## src/rtl/shifter_pkg.sv

```systemverilog
// Shared types for the iterative shifter.
// Mode and FSM encodings used by the top level and the step shifter.
package shifter_pkg;

  typedef enum logic [1:0] {
    SHIFT_SLL = 2'b00,
    SHIFT_SRL = 2'b01,
    SHIFT_SRA = 2'b10,
    SHIFT_ROR = 2'b11
  } shift_mode_e;

  typedef enum logic [1:0] {
    ST_IDLE  = 2'b00,
    ST_SHIFT = 2'b01,
    ST_DONE  = 2'b10
  } state_e;

endpackage

```

## src/rtl/iterative_shifter_step.sv

```systemverilog
// Combinational shifter moving data by 0..STEP places.
// Rotate support only when SHIFTER_ROTATE_EN is defined.
module shift_step
  import shifter_pkg::*;
#(
  parameter int WIDTH = 32,
  parameter int STEP  = 4,
  parameter int AW    = $clog2(STEP + 1)
) (
  input  logic [WIDTH-1:0] d,
  input  logic [AW-1:0]    amt,
  input  shift_mode_e      mode,
  output logic [WIDTH-1:0] q
);

`ifdef SHIFTER_ROTATE_EN
  logic [2*WIDTH-1:0] rot;
  assign rot = {d, d} >> amt;
`endif

  always_comb begin
    q = d;
    unique case (mode)
      SHIFT_SLL: q = d << amt;
      SHIFT_SRL: q = d >> amt;
      SHIFT_SRA: q = $signed(d) >>> amt;
`ifdef SHIFTER_ROTATE_EN
      SHIFT_ROR: q = rot[WIDTH-1:0];
`else
      default:   q = d;
`endif
    endcase
  end

endmodule

```

## src/rtl/iterative_shifter.sv

```systemverilog
// Multi-cycle SLL/SRL/SRA shifter, STEP bits per cycle.
// Define SHIFTER_ROTATE_EN to enable mode 11 rotate-right.
module iterative_shifter
  import shifter_pkg::*;
#(
  parameter int WIDTH   = 32,
  parameter int SHAMT_W = $clog2(WIDTH),
  parameter int STEP    = 4
) (
  input  logic               clk,
  input  logic               rst_n,
  input  logic               in_valid,
  output logic               in_ready,
  input  logic [WIDTH-1:0]   in_data,
  input  logic [SHAMT_W-1:0] in_shamt,
  input  logic [1:0]         in_mode,
  output logic               out_valid,
  input  logic               out_ready,
  output logic [WIDTH-1:0]   out_data
);

  localparam int AW = $clog2(STEP + 1);
  localparam logic [AW-1:0] STEP_A = AW'(STEP);
  localparam logic [SHAMT_W:0] STEP_E = (SHAMT_W + 1)'(STEP);

  state_e             state_q, state_d;
  logic [WIDTH-1:0]   data_q, data_d;
  logic [SHAMT_W-1:0] rem_q, rem_d;
  shift_mode_e        mode_q, mode_d;
  logic [AW-1:0]      k;
  logic [WIDTH-1:0]   step_q;

  // Clamp the per-cycle amount to STEP; the last step takes the remainder.
  always_comb begin
    k = STEP_A;
    if ({1'b0, rem_q} <= STEP_E) k = AW'(rem_q);
  end

  shift_step #(
    .WIDTH(WIDTH),
    .STEP (STEP),
    .AW   (AW)
  ) u_step (
    .d   (data_q),
    .amt (k),
    .mode(mode_q),
    .q   (step_q)
  );

  always_comb begin
    state_d = state_q;
    data_d  = data_q;
    rem_d   = rem_q;
    mode_d  = mode_q;
    unique case (state_q)
      ST_IDLE: begin
        if (in_valid) begin
          data_d = in_data;
          mode_d = shift_mode_e'(in_mode);
          rem_d  = in_shamt;
`ifndef SHIFTER_ROTATE_EN
          if (shift_mode_e'(in_mode) == SHIFT_ROR) rem_d = '0;
`endif
          state_d = (rem_d != '0) ? ST_SHIFT : ST_DONE;
        end
      end
      ST_SHIFT: begin
        data_d = step_q;
        rem_d  = rem_q - SHAMT_W'(k);
        if (rem_d == '0) state_d = ST_DONE;
      end
      ST_DONE: begin
        if (out_ready) state_d = ST_IDLE;
      end
      default: state_d = ST_IDLE;
    endcase
  end

  always_ff @(posedge clk or negedge rst_n) begin
    if (!rst_n) begin
      state_q <= ST_IDLE;
      data_q  <= '0;
      rem_q   <= '0;
      mode_q  <= SHIFT_SLL;
    end else begin
      state_q <= state_d;
      data_q  <= data_d;
      rem_q   <= rem_d;
      mode_q  <= mode_d;
    end
  end

  assign in_ready  = (state_q == ST_IDLE);
  assign out_valid = (state_q == ST_DONE);
  assign out_data  = data_q;

endmodule

```

## config.mk

```make
export PLATFORM = sky130hd
export DESIGN_NAME = iterative_shifter
export DESIGN_NICKNAME = d
export VERILOG_FILES = /design/src/rtl/shifter_pkg.sv /design/src/rtl/iterative_shifter_step.sv /design/src/rtl/iterative_shifter.sv
export SDC_FILE = /design/constraint.sdc
export NUM_CORES = 1
export LEC_CHECK = 0
export ABC_CLOCK_PERIOD_IN_PS = 4900
export CAP_MARGIN = 20
export CORE_MARGIN = 4
export CORE_UTILIZATION = 44
export CTS_BUF_LIST = sky130_fd_sc_hd__clkbuf_2 sky130_fd_sc_hd__clkbuf_4 sky130_fd_sc_hd__clkbuf_8
export DETAILED_ROUTE_END_ITERATION = 8
export GPL_TIMING_DRIVEN = 0
export PLACE_DENSITY = 0.68
export SLEW_MARGIN = 20
export SYNTH_ARGS = -nofsm -noshare
export SYNTH_HDL_FRONTEND = slang
export SYNTH_SLANG_ARGS = --single-unit
```

## constraint.sdc

```tcl
create_clock -name clk -period 4.9 [get_ports clk]
set_clock_uncertainty 0.2 [all_clocks]
set_input_delay 0.98 -clock clk [delete_from_list [all_inputs] [get_ports clk]]
set_output_delay 0.98 -clock clk [all_outputs]
set_load 0.005 [all_outputs]
```

==> run metrics <==
actual slew at the worst max-slew pin=roughly 1100 ps; Netlist cell types=66; most common cell after layout, fill and taps aside=nand2_1; post-synthesis sequential area ratio=22.5%; Min Clock Period, post-route=~3800 ps; final hold viol count=0; #FFs+latches synth=41; initial core utilization=a little under half; Mapped Area=around 4600 um2; Setup crit start kind=input port; Placer Congestion=approximately 1; worst skew pair latency=about 320 ps; R2R cell count=9; CP Max Fanout=10; vias=5833; Num CTS Buffers=5; GR Util met2=between 50% and 60%; fmax=between 200 and 300 MHz; Ant. Diodes=0; CP required=roughly 5000 ps; CTS root buf=clkbuf_8; relative slew slack=about 30%; met1 Track Usage GR=49.5%; routed wire length=approximately 23 mm; Syn Area/Cell=around 7.3 um2; nets@finish=approximately 750; io pins=77; maximum vdd ir drop=0.000422 V; share of cells above drive strength 1=9.79%; drt initial violations=between 800 and 900; vias in the first global route=between 5000 and 6000; gr usage total=about two fifths; first-pass GRT wire length=about 34 mm; GR Util met3=15.3%; Reg clk slew, reported paths=100 ps; pin count of the biggest net entering global routing=26; die width=110 um; fin util=56.4%; Fin Setup TNS=0 ps; Final HPWL DP=about 16 mm; most frequent cells in the layout=nand2_1, clkdlybuf4s50_1, a21oi_1; status=finished clean; GRT busiest layer=met2; share of flip-flops with an asynchronous set or reset=between 90% and 100%; row count=36; Power Dens Cells=~840 nW/um2; Post-CTS Resized=0; DRC violations left=0; DIE AREA=about 12000 um2; Vias/cell=a little under 7; Static Leakage=0.00209 uW; Area growth, synth to finish=22.7%; CP Capture Point=out_data[23]$_DFFE_PN0P_; fillers=around 980; period utilisation layout=76.7%; CTS tree=done; post-CTS setup buffer count=0; Die Height=around 110 um; Clock Path Buffers=2; RSZ-0062 raised after global routing=false; R2R Path End=rem_q[2]$_DFFE_PN0P_; WS Path Type=in2reg; Post-CTS Hold Buffers=0; H-tree depth=2; initial antenna violation count=1; core area=between 9000 and 10000 um2; final slew viol count=0; I/O Buffers=76; number of synthesized flops with an enable pin=0; 1st-pass router iterations=7; syn_nets=667; crit path from=in_valid; Post-Syn Instances=620; most common flop cell mapped by yosys=dfrtp_1; grt total ovfl=0; Critical Path End Type=register; max cap viols=0; Ys Warns=0; worst hold path class=in2async; endpoints failing setup=0; Reg-to-Reg Start=rem_q[1]$_DFFE_PN0P_; Worst Path Arrival=roughly 3800 ps; R2R setup slack=between 1000 and 1500 ps; antenna-violating nets left=0; CTS sink cnt=~40; average wire per standard cell=roughly 27 um
## worst max-delay path, stage by stage
cell	delay (ps)
clkdlybuf4s50_1	530
o21bai_1	560
a21o_1	360
buf_2	420
clkbuf_1	570
a21oi_1	80
a21oi_1	160
o211ai_1	100
## report_power, final
part | leakage [uW] | switching (uW) | total, uW | internal (uW)
combinational | 0.00156 | 2320 | 3650 | 1330
sequential | 0.000479 | 275 | 802 | 527
clock | 0.0000498 | 146 | 265 | 119
total | 0.00209 | 2740 | 4720 | 1980
## sequential cells by signal, indices dropped and copies added, names as in the netlist
name,cells
mode_q,2
out_data,32
rem_q,5
state_q,2
## worst min-delay path by stage
| stage | start | to | slack [ps] |
|---|---|---|---|
| 2_1_floorplan | out_data[2]$_DFFE_PN0P_ | out_data[2]$_DFFE_PN0P_ | 340 |
| 3_3_place_gp | mode_q[0]$_DFFE_PN0P_ | mode_q[0]$_DFFE_PN0P_ | 380 |
| 3_5_place_dp | mode_q[0]$_DFFE_PN0P_ | mode_q[0]$_DFFE_PN0P_ | 400 |
| 4_1_cts | mode_q[0]$_DFFE_PN0P_ | mode_q[0]$_DFFE_PN0P_ | 420 |
| 5_1_grt | rst_n | out_data[19]$_DFFE_PN0P_ | 430 |
| 6_report | rst_n | out_data[19]$_DFFE_PN0P_ | 410 |
## kinds of logic after synthesis
family	after synthesis	synth area share [%]
AOI/OAI and AO/OA	222	31.5
adders and majority gates	4	1.10
buffers and inverters	80	8.06
DFF	41	22.5
muxes	49	13.7
other	1	0.0824
and+or+nand+nor	223	23.0
## synthesized netlist by cell type (3+ instances only)
master / count / area [um2]
nand2_1: 102 / 383
a21oi_1: 64 / 320
o21ai_0: 48 / 240
dfrtp_1: 41 / 1030
nor2_1: 39 / 146
mux2i_1: 32 / 320
clkbuf_1: 31 / 116
buf_2: 26 / 130
or3_1: 21 / 131
a31oi_1: 18 / 113
nand3_1: 15 / 75.1
o22ai_1: 15 / 93.8
nor3_1: 13 / 65.1
a211oi_1: 10 / 75.1
inv_1: 10 / 37.5
o211ai_1: 10 / 75.1
mux4_2: 9 / 203
nor2b_1: 8 / 50.1
mux2_2: 7 / 78.8
buf_1: 6 / 22.5
a311oi_1: 5 / 43.8
buf_4: 5 / 37.5
nand2b_1: 5 / 31.3
nand4_1: 5 / 31.3
o221ai_1: 5 / 43.8
o32ai_1: 5 / 43.8
a2111oi_0: 4 / 35.0
a221oi_1: 4 / 35.0
ha_1: 4 / 50.1
a211o_1: 3 / 26.3
## routing by layer
metal  share of wire [%]  wire length (um)
met1                  37              8560
met2                  41              9440
met3                  15              3440
met4                 6.6              1520
met5               0.052                12
## cell type report
class	count	area (um2)	share of cell area, %
Multi-Input combinational cell	499	3160	56.6
Sequential cell	41	1030	18.4
Timing Repair Buffer	77	776	13.9
Buffer	70	329	5.89
Tap cell	133	166	2.98
Clock buffer	8	91.3	1.64
Inverter	10	37.5	0.672
## through the flow
step | power [uW] | setup slack (ps) | hold slack [ps] | cells | instance area (um2)
after floorplan | 2890 | 2380 | 341 | 620 | 4550
after global placement | 4240 | 951 | 376 | 829 | 5480
after detailed placement | 4260 | 953 | 400 | 830 | 5490
after CTS | 4530 | 1300 | 422 | 838 | 5580
after global routing | 4950 | 1120 | 434 | 838 | 5580
final | 4720 | 1140 | 406 | 838 | 5580
(Power assumes the default switching activity.)
